[src/rtl/uart_rx_frame_ctrl.sv]
// Frame sequencer behind UART_RX: parses SOF/LEN/payload/CRC-8 frames, streams the payload,
// and reports completion, CRC/length errors, and inter-byte timeout or disable aborts.
module uart_rx_frame_ctrl #(
  parameter logic [7:0]  SOF_BYTE      = 8'h7E,
  parameter int unsigned MAX_LEN       = 64,
  parameter int unsigned TIMEOUT_TICKS = 480
) (
  input  logic       clk_master,
  input  logic       rst_i,
  input  logic       enable_i,
  input  logic       tick_i,
  input  logic [7:0] rx_data_i,
  input  logic       rx_done_i,
  output logic       rx_en_o,
  output logic [7:0] pl_data_o,
  output logic       pl_valid_o,
  output logic       frame_ok_o,
  output logic       frame_err_o,
  output logic [1:0] err_code_o,
  output logic       busy_o
);

  localparam int unsigned      TmoW    = $clog2(TIMEOUT_TICKS + 1);
  localparam logic [7:0]       MaxLen  = 8'(MAX_LEN);
  localparam logic [TmoW-1:0]  TmoLast = TmoW'(TIMEOUT_TICKS - 1);

  typedef enum logic [1:0] {StIdle, StLen, StPayload, StCrc} state_e;

  state_e          state_q, state_d;
  logic [7:0]      len_q, len_d;
  logic [7:0]      cnt_q, cnt_d;
  logic [7:0]      crc_q, crc_d;
  logic [TmoW-1:0] tmo_q, tmo_d;

  logic tick_q, done_q, armed_q;
  logic tick_ev, byte_ev;

  logic pl_fire, crc_ok, crc_bad, len_err, abort;

  logic [7:0] pl_data_d;
  logic       pl_valid_d, frame_ok_d, frame_err_d;
  logic [1:0] err_code_d;

  function automatic logic [7:0] crc8_step(input logic [7:0] crc, input logic [7:0] data);
    logic [7:0] c;
    c = crc ^ data;
    for (int i = 0; i < 8; i++) begin
      c = c[7] ? ((c << 1) ^ 8'h07) : (c << 1);
    end
    return c;
  endfunction

  // armed_q masks the first cycle after reset so a level already high is not taken as an edge
  always_ff @(posedge clk_master or posedge rst_i) begin
    if (rst_i) begin
      tick_q  <= 1'b0;
      done_q  <= 1'b0;
      armed_q <= 1'b0;
    end else begin
      tick_q  <= tick_i;
      done_q  <= rx_done_i;
      armed_q <= 1'b1;
    end
  end

  assign tick_ev = armed_q & tick_i & ~tick_q;
  assign byte_ev = armed_q & enable_i & rx_done_i & ~done_q;

  always_ff @(posedge clk_master or posedge rst_i) begin
    if (rst_i) begin
      state_q <= StIdle;
      len_q   <= '0;
      cnt_q   <= '0;
      crc_q   <= '0;
      tmo_q   <= '0;
    end else begin
      state_q <= state_d;
      len_q   <= len_d;
      cnt_q   <= cnt_d;
      crc_q   <= crc_d;
      tmo_q   <= tmo_d;
    end
  end

  always_comb begin
    state_d = state_q;
    len_d   = len_q;
    cnt_d   = cnt_q;
    crc_d   = crc_q;
    tmo_d   = tmo_q;
    pl_fire = 1'b0;
    crc_ok  = 1'b0;
    crc_bad = 1'b0;
    len_err = 1'b0;
    abort   = 1'b0;
    if (state_q == StIdle) begin
      tmo_d = '0;
      if (byte_ev && rx_data_i == SOF_BYTE) begin
        state_d = StLen;
        crc_d   = 8'h00;
      end
    end else if (!enable_i) begin
      abort   = 1'b1;
      state_d = StIdle;
      tmo_d   = '0;
    end else if (byte_ev) begin
      // A byte beats a coincident tick: the counter clears and the byte is consumed
      tmo_d = '0;
      case (state_q)
        StLen: begin
          len_d = rx_data_i;
          crc_d = crc8_step(8'h00, rx_data_i);
          if (rx_data_i > MaxLen) begin
            len_err = 1'b1;
            state_d = StIdle;
          end else if (rx_data_i == 8'h00) begin
            state_d = StCrc;
          end else begin
            state_d = StPayload;
            cnt_d   = 8'h00;
          end
        end
        StPayload: begin
          pl_fire = 1'b1;
          crc_d   = crc8_step(crc_q, rx_data_i);
          cnt_d   = cnt_q + 8'd1;
          if (cnt_q + 8'd1 == len_q) state_d = StCrc;
        end
        StCrc: begin
          crc_ok  = (rx_data_i == crc_q);
          crc_bad = (rx_data_i != crc_q);
          state_d = StIdle;
        end
        default: ;
      endcase
    end else if (tick_ev) begin
      if (tmo_q == TmoLast) begin
        abort   = 1'b1;
        state_d = StIdle;
        tmo_d   = '0;
      end else begin
        tmo_d = tmo_q + TmoW'(1);
      end
    end
  end

  always_comb begin
    pl_valid_d  = pl_fire;
    pl_data_d   = pl_fire ? rx_data_i : pl_data_o;
    frame_ok_d  = crc_ok;
    frame_err_d = crc_bad | len_err | abort;
    err_code_d  = err_code_o;
    if (crc_ok)       err_code_d = 2'b00;
    else if (crc_bad) err_code_d = 2'b01;
    else if (len_err) err_code_d = 2'b10;
    else if (abort)   err_code_d = 2'b11;
  end

  always_ff @(posedge clk_master or posedge rst_i) begin
    if (rst_i) begin
      rx_en_o     <= 1'b0;
      pl_data_o   <= '0;
      pl_valid_o  <= 1'b0;
      frame_ok_o  <= 1'b0;
      frame_err_o <= 1'b0;
      err_code_o  <= '0;
    end else begin
      rx_en_o     <= enable_i;
      pl_data_o   <= pl_data_d;
      pl_valid_o  <= pl_valid_d;
      frame_ok_o  <= frame_ok_d;
      frame_err_o <= frame_err_d;
      err_code_o  <= err_code_d;
    end
  end

  assign busy_o = (state_q != StIdle);

endmodule

[config.mk]
export PLATFORM = sky130hd
export DESIGN_NAME = uart_rx_frame_ctrl
export DESIGN_NICKNAME = d
export VERILOG_FILES = /design/src/rtl/uart_rx_frame_ctrl.sv
export SDC_FILE = /design/constraint.sdc
export NUM_CORES = 1
export LEC_CHECK = 0
export BUFFER_PORTS_ARGS = -buffer_cell sky130_fd_sc_hd__buf_2
export CORE_MARGIN = 1.5
export CORE_UTILIZATION = 62
export CTS_BUF_LIST = sky130_fd_sc_hd__clkbuf_2
export CTS_CLUSTER_SIZE = 8
export DETAILED_ROUTE_END_ITERATION = 8
export PLACE_DENSITY = 0.93
export SLEW_MARGIN = 20
export SYNTH_ARGS = -nofsm -noshare
export SYNTH_HDL_FRONTEND = slang
export SYNTH_SLANG_ARGS = --single-unit
[constraint.sdc]
create_clock -name clk_master -period 2.18 [get_ports clk_master]
set_input_delay 0.436 -clock clk_master [delete_from_list [all_inputs] [get_ports clk_master]]
set_output_delay 0.436 -clock clk_master [all_outputs]
set_load 0.02 [all_outputs]
==> results of run 1 <==
-- state kept, by name (all words and copies together) (netlist names), 2 cells and up --
name and flops:
tmo_q 9, cnt_q 8, crc_q 8, len_q 8, pl_data_o 8, err_code_o 2, state_q 2
-- power breakdown --
| part | internal [W] | total, W | switching, W |
|---|---|---|---|
| combinational | 0.000554 | 0.00114 | 0.000588 |
| sequential | 0.00111 | 0.00126 | 0.000150 |
| clock | 0.0000802 | 0.000399 | 0.000318 |
-- kinds of logic (layout without fill, tap and decap cells) --
family	Yosys count	after routing	synth area share, %
AOI/OAI and AO/OA	60	60	12.9
xor gates and xnor gates	48	48	13.3
other	1	1	0.115
buffers and inverters	30	67	4.43
DFF	52	52	39.8
muxes	17	17	5.77
adders and majority gates	18	18	6.88
and+or+nand+nor	101	101	16.8
-- per-layer routing --
layer | track usage, % | up-vias
met3 | 5.29 | 24
li1 | - | 1211
met1 | 33.1 | 1264
met5 | 0 | -
met4 | 12.1 | 0
met2 | 46.8 | 93
-- through the flow --
| stage | power (W) | util, % | TNS [ns] |
|---|---|---|---|
| floorplan | 0.00210 | - | 0 |
| global placement | 0.00231 | 69.3 | 0 |
| CTS | 0.00277 | 70.3 | 0 |
| finish | 0.00280 | 70.8 | 0 |
| detailed placement | 0.00238 | 69.3 | 0 |
| global route | 0.00298 | 70.8 | -0.000306 |
-- layout make-up --
| type | count | area, sq um | area share, % |
|---|---|---|---|
| timing repair buffer | 46 | 293 | 8.10 |
| clock buffer | 5 | 25.0 | 0.692 |
| clock inverter | 3 | 23.8 | 0.657 |
| inverter | 13 | 48.8 | 1.35 |
| tap | 70 | 87.6 | 2.42 |
| multi-input combinational | 245 | 1840 | 50.8 |
| sequential | 52 | 1300 | 36.0 |
-- what timing repair did --
item,4_1_cts,5_1_grt
gates resized for setup,0,2
endpoints found under the setup margin,0,2
setup buffers,0,1
hold endpoints to repair,0,12
hold buffers,0,1
-- worst paths after layout --
path | start | end | slack [ns] | cells after the start
worst max-delay path | state_q[1]$_DFFE_PP0P_ | busy_o | 0.13 | 5
worst min-delay path | rx_done_i | done_q$_DFF_PP0_ | 0.09 | 1
worst max register to register | cnt_q[1]$_DFFE_PP0P_ | state_q[1]$_DFFE_PP0P_ | 0.16 | 7
worst min register to register | err_code_o[1]$_DFFE_PP0P_ | err_code_o[1]$_DFFE_PP0P_ | 0.55 | 1
max in group asynchronous | rst_i | tmo_q[3]$_DFFE_PP0P_ | 1.07 | 4
min in group asynchronous | rst_i | pl_data_o[2]$_DFFE_PP0P_ | 0.57 | 3
-- placed cells by master (no fill, tap or decap), types with 14 or more instances in the layout --
cell and instances:
buf_2 27, buf_4 17, dfrtp_1 52, ha_1 17, mux2_2 15, nand2_1 24
nor2_1 19, o21ai_0 14, xnor2_1 32, xor2_1 14
==> flow_summary.ini, run 1 <==
[synthesis]
yosys.area.top_type = dfrtp_1
synthTopCellsByArea = dfrtp_1, xnor2_1, ha_1
yosys.area.top_type_share_pct = 39.8
synth_common_cells = dfrtp_1, xnor2_1, nand2_1
synthesis.nets = 358
ys_types = 54
yosys_warnings = 0
synth_most_common_cell = dfrtp_1
synthArstFlopShare_pct = 100
seq_area_frac_synth_pct = 39.8
netlist_instances = 327
netlist_area_sq_um = 3270
avgSynthCellArea_sq_um = 10.0
ys_ff_latch = 52
synth-main-ff-cell = dfrtp_1
synth_edf_count = 0

[sta]
max_freq_mhz = 488
skew_ns = 0.0272
maxSlewViolCount = 0
finalCritPeriodShare_pct = 94.0
hold_viol = 0
slew_headroom_pct = 62.5
hold-worst-slack_ns = 0.0906
setup_viol = 0
tightest_slew_ns = 0.561
setup_slack_ns = 0.131
period_needed_ns = 2.05

[final_layout]
nNetsFinal = 394
areaGrowthSynthToFinish_pct = 10.5
fin_area_sq_um = 3620
antenna_cells = 0
layout-drive-gt1-share_pct = 23.4
fin_cells = 434
num-fill-cells = 360

[worst_setup_path]
path_buf_inv = 4
critPathRequiredTime_ns = 1.74
slowest_stage = dfrtp_1
path_cells = inv_1 -> ha_2 -> buf_4 -> inv_1 -> buf_2
critPathMaxFanout = 8
cpPeakStageDelay_ns = 0.46
path_class = register to primary output
end_kind = primary output
cp-start-kind = register
crit_top_cell = inv_1
cp.arrival_ns = 1.61
path_delay_family = buffers and inverters

[placed_design]
placed_area_sq_um = 3540
finalWeightedCongestion = 0.900
pre_cts_ws_ns = 0.00150
dp_hpwl_um = 5490
portBuffers = 27
dpl.cell_count = 424

[floorplan]
io_pins = 28
die_area_sq_um = 5720
fp.dieW_um = 75.7
core_area_sq_um = 5110
fp-row-count = 26
die_h_um = 75.7
initial_core_util_pct = 64.1

[cts]
htreeDepth = 2
cts_sinks = 52
root_buffer = clkbuf_2
cts_buffers = 5
clk_latency_ns = 0.43
cts_tree = built
clockBufferDepth = 2
clk_pin_slew_ns = 0.29

[detailed_routing]
post_drt_wl_per_cell_um = 16.4
ant_nets = 0
initialDrtViolationCount = 131
vias_per_cell = 5.97
wl_met3_um = 327
wl_met2_um = 3690
drc = 0
wl_met1_um = 2870
top_layer = met4
drt-pass1-iter-count = 4
wirelength_um = 7110
dr_total_vias = 2592

[global_routing]
grt_usage_pct = 27.2
overflow = 0
grt_pass1_vias = 2585
grt_max_degree = 28
grt_pass1_wl_um = 11600
antenna_found_initial = 0

[job]
max-cap-violations = 0

[power_and_ir_drop]
leakagePower_nw = 1.65
p_per_area_nw_per_um2 = 773
ir_drop_uv = 638

[worst_hold_path]
hp-class = primary input to register

[run_status]
status = finished, final reports clean
Power figures use the tool's default switching activity.
==> inputs of run 2 (changes only) <==
- REMOVE_ABC_BUFFERS: not set -> 1
==> flow_summary.ini, run 2 (synthesis gave the netlist of run 1 again) <==
[worst_setup_path]
cp-start-kind = register
critPathRequiredTime_ns = 1.74
cp.arrival_ns = 1.61
r2r-end = crc_q[3]$_DFFE_PP0P_
path_class = register to primary output
critPathMaxFanout = 8
end_kind = primary output
r2r_slack_ns = 0.19
crit_path_start = state_q[0]$_DFFE_PP0P_
r2r-start = crc_q[2]$_DFFE_PP0P_
crit_end = busy_o
r2r.worst_path.cells = 7

[power_and_ir_drop]
leakagePower_nw = 1.64
p_seq_share_pct = 43.8
comb_power_share_pct = 38.9
p_per_area_nw_per_um2 = 807
p_int_w = 0.00185
clock_power_share_pct = 17.3
p_switching_w = 0.00106
swShare_pct = 36.3
ir_drop_uv = 554

[global_routing]
grt_max_degree = 29
antenna_found_initial = 0
grt_pass1_wl_um = 11300
grt_pass1_vias = 2409
grt_usage_pct = 26.4
overflow = 0

[floorplan]
fp.dieW_um = 75.7
fp-row-count = 26
initial_core_util_pct = 64.1
die_area_sq_um = 5720
core_area_sq_um = 5110
die_h_um = 75.7
io_pins = 28

[cts]
cts_tree = built
root_buffer = clkbuf_2
clockBufferDepth = 2
htreeDepth = 2
cts_buffers = 5
clk_latency_ns = 0.44
cts_sinks = 52
clk_pin_slew_ns = 0.26

[detailed_routing]
initialDrtViolationCount = 216
vias_per_cell = 5.93
ant_nets = 0
wirelength_um = 7250
drt-pass1-iter-count = 5
dr_total_vias = 2555
drc = 0
post_drt_wl_per_cell_um = 16.8

[placed_design]
portBuffers = 27
dpl.cell_count = 421
dp_hpwl_um = 5340
finalWeightedCongestion = 1.00

[final_layout]
largest_reg_flops = 9
layout_commonest_cell = dfrtp_1
nNetsFinal = 391
areaGrowthSynthToFinish_pct = 10.1
fin_cells = 431
layout-drive-gt1-share_pct = 23.8
top_register = tmo_q
layout_common_cells = dfrtp_1, xnor2_1, buf_2, nand2_1, nor2_1
antenna_cells = 0

[sta]
finalCritPeriodShare_pct = 94.0
maxSlewViolCount = 0
slew_headroom_pct = 63.3
hold_viol = 11
max_freq_mhz = 488
hold-worst-slack_ns = -0.0101
tightest_slew_ns = 0.550
setup_viol = 0
period_needed_ns = 2.05
skew_ns = 0.0151
rsz0062_at_grt = false

[job]
max-cap-violations = 0

[run_status]
violations = negative hold slack
status = complete, but fails checks

[worst_hold_path]
hp-class = primary input to asynchronous set/reset pin
==> run 2: changes by cell type in the layout (fill, tap and decap cells not counted), sizes merged <==
cell         change
buf              -2
clkinvlp         -2
bufinv           +1
dlygate4sd3      -1
clkbuf           +1
==> run 2: how the worst min path moves through the flow <==
stage	startpoint	to	slack (ns)	cells past startpoint
5_1_grt	rst_i	pl_data_o[7]$_DFFE_PP0P_	0.02	2
2_1_floorplan	rx_done_i	done_q$_DFF_PP0_	0.47	0
4_1_cts	rst_i	crc_q[5]$_DFFE_PP0P_	0.01	2
3_3_place_gp	err_code_o[1]$_DFFE_PP0P_	err_code_o[1]$_DFFE_PP0P_	0.47	1
6_report	rst_i	cnt_q[4]$_DFFE_PP0P_	-0.01	2
3_5_place_dp	pl_data_o[1]$_DFFE_PP0P_	pl_data_o[1]$_DFFE_PP0P_	0.49	1
==> run 2: per-layer routing <==
layer / vias to the layer above / track usage (%) / wire length [um]
met2: 102 / 46.7 / 3840
li1: 1195 / - / -
met5: - / 0 / 0
met4: 0 / 7.54 / 129
met1: 1243 / 33.1 / 2900
met3: 15 / 5.03 / 387
==> run 2: final cells by class <==
class | count | area (sq um)
clock buffer | 6 | 30.0
timing repair buffer | 43 | 268
multi-input combinational | 245 | 1830
fill | 359 | 1500
inverter | 13 | 48.8
sequential | 52 | 1300
tap | 70 | 87.6
clock inverter | 2 | 35.0
==> run 2: power by group through the flow <==
stage / combinational, W / clock [W] / sequential (W)
2_1_floorplan: 0.000790 / 0 / 0.00127
3_3_place_gp: 0.00102 / 0 / 0.00128
3_5_place_dp: 0.00107 / 0 / 0.00129
4_1_cts: 0.00109 / 0.000502 / 0.00127
5_1_grt: 0.00123 / 0.000538 / 0.00129
6_report: 0.00113 / 0.000503 / 0.00127
==> run 2: critical path: stages, from the launching register on <==
cell and delay, ns:
dfrtp_2 0.50, inv_2 0.10, ha_2 0.20, buf_4 0.17
inv_1 0.04, buf_2 0.15
==> run 2: stage by stage <==
stage	util (%)	TNS, ns	setup slack, ns	power (W)	cell area [sq um]
after floorplan	-	0	0.136	0.00206	3180
after global routing	70.6	0	0.0465	0.00306	3600
after global placement	68.9	0	0.0177	0.00229	3520
final	70.6	0	0.131	0.00291	3600
after CTS	70.1	0	0.0546	0.00286	3580
after detailed placement	68.9	-0.774	-0.141	0.00236	3520
==> run 2: repair_timing <==
item	4_1_cts	5_1_grt
setup buffers	0	2
hold buffers	0	0
resized for setup	0	5
endpoints found under the setup margin	0	6
endpoints found under the hold margin	0	0
==> inputs of run 3 (changes only) <==
- HOLD_SLACK_MARGIN: not set -> 0.12
==> flow_summary.ini, run 3 (synthesis gave the netlist of run 1 again) <==
[global_routing]
grt_max_degree = 29
antenna_found_initial = 0
grt_usage_pct = 27.0
overflow = 0
grt_pass1_vias = 2454
grt_pass1_wl_um = 11500

[detailed_routing]
ant_nets = 0
initialDrtViolationCount = 236
vias_per_cell = 5.96
drc = 0
post_drt_wl_per_cell_um = 17.0
wirelength_um = 7390
dr_total_vias = 2593
drt-pass1-iter-count = 6

[sta]
hold_viol = 0
setup_viol = 0
setup_slack_ns = 0.0800
maxSlewViolCount = 0
slew_headroom_pct = 62.8
period_needed_ns = 2.10
finalCritPeriodShare_pct = 96.3
skew_ns = 0.0176
tightest_slew_ns = 0.558
max_freq_mhz = 476
rsz0062_at_grt = false

[placed_design]
pre_cts_ws_ns = -0.141
placed_area_sq_um = 3520
dpl.cell_count = 421
finalWeightedCongestion = 1.00
portBuffers = 27
dp_hpwl_um = 5340

[power_and_ir_drop]
p_per_area_nw_per_um2 = 805
finalPower_w = 0.00293
leakagePower_nw = 1.66
ir_drop_uv = 551

[final_layout]
top_register = tmo_q
nNetsFinal = 395
largest_reg_flops = 9
layout_commonest_cell = dfrtp_1
antenna_cells = 0
layout_common_cells = dfrtp_1, xnor2_1, buf_2, nand2_1, nor2_1
areaGrowthSynthToFinish_pct = 11.4
multiInputGateArea_sq_um = 1830
num-fill-cells = 344
regArea_sq_um = 1300
fin_area_sq_um = 3640
layout-drive-gt1-share_pct = 23.6
fin_cells = 435
post-route-util_pct = 71.4

[cts]
clockBufferDepth = 2
clk_pin_slew_ns = 0.26
cts_sinks = 52
cts_tree = built
cts_buffers = 5
htreeDepth = 2
clk_latency_ns = 0.44
root_buffer = clkbuf_2

[floorplan]
io_pins = 28
fp-row-count = 26
die_h_um = 75.7
initial_core_util_pct = 64.1
fp.dieW_um = 75.7
die_area_sq_um = 5720
core_area_sq_um = 5110

[run_status]
status = finished, final reports clean

[worst_setup_path]
cp-start-kind = register
critPathMaxFanout = 8
end_kind = primary output
path_class = register to primary output
critPathRequiredTime_ns = 1.74
cp.arrival_ns = 1.66

[job]
max-cap-violations = 0

[worst_hold_path]
hp-class = primary input to register
## run 3: cell types whose count changed in the layout (fill, tap and decap cells not counted), sizes merged
cell	before	now
dlygate4sd3	0	4
## run 3: what timing repair did
item                       CTS  global route
gates resized for setup      0             5
buffers inserted             0             2
hold endpoints to repair    26             1
setup endpoints to repair    0             6
hold buffers                 3             1
## run 3: path summary, 6_finish.rpt
check	slack (ns)	cells after the start	start	endpoint
setup reg to reg	0.19	7	crc_q[2]$_DFFE_PP0P_	crc_q[3]$_DFFE_PP0P_
min in group asynchronous	0.55	3	rst_i	cnt_q[4]$_DFFE_PP0P_
hold reg to reg	0.54	1	err_code_o[1]$_DFFE_PP0P_	err_code_o[1]$_DFFE_PP0P_
setup / recovery	0.08	5	state_q[0]$_DFFE_PP0P_	busy_o
max in group asynchronous	1.09	4	rst_i	done_q$_DFF_PP0_
hold / removal	0.29	2	rx_data_i[6]	len_q[6]$_DFFE_PP0P_
## run 3: stage by stage
stage | TNS, ns | hold WS, ns
finish | 0 | 0.292
global route | 0 | 0.276
CTS | 0 | 0.139
detailed placement | -0.774 | 0.490
global placement | 0 | 0.474
floorplan | 0 | 0.467
## run 3: per-layer routing
metal	share of wire, %	GRT usage (%)	wire length [um]	vias up
li1	-	-	-	1203
met1	39	33.4	2850	1259
met2	53	47.5	3940	108
met3	5.8	5.29	428	23
met4	2.3	8.93	167	0
met5	0	0	0	-
## run 3: critical path, stage by stage (launching register included)
cell	delay, ns
dfrtp_2	0.50
inv_2	0.11
ha_2	0.22
buf_4	0.18
inv_1	0.05
buf_2	0.15
## run 3: final cells by class
class / instances / area share [%]
clock buffer: 6 / 0.824
clock inverter: 2 / 0.961
inverter: 13 / 1.34
multi-input combinational: 245 / 50.3
sequential: 52 / 35.7
tap: 70 / 2.40
timing repair buffer: 47 / 8.44
## run 3: power breakdown
group	internal (W)	total, W	switching, W	leakage (nW)
clock	0.000197	0.000507	0.000310	0.0430
combinational	0.000555	0.00115	0.000594	0.928
sequential	0.00111	0.00128	0.000170	0.689
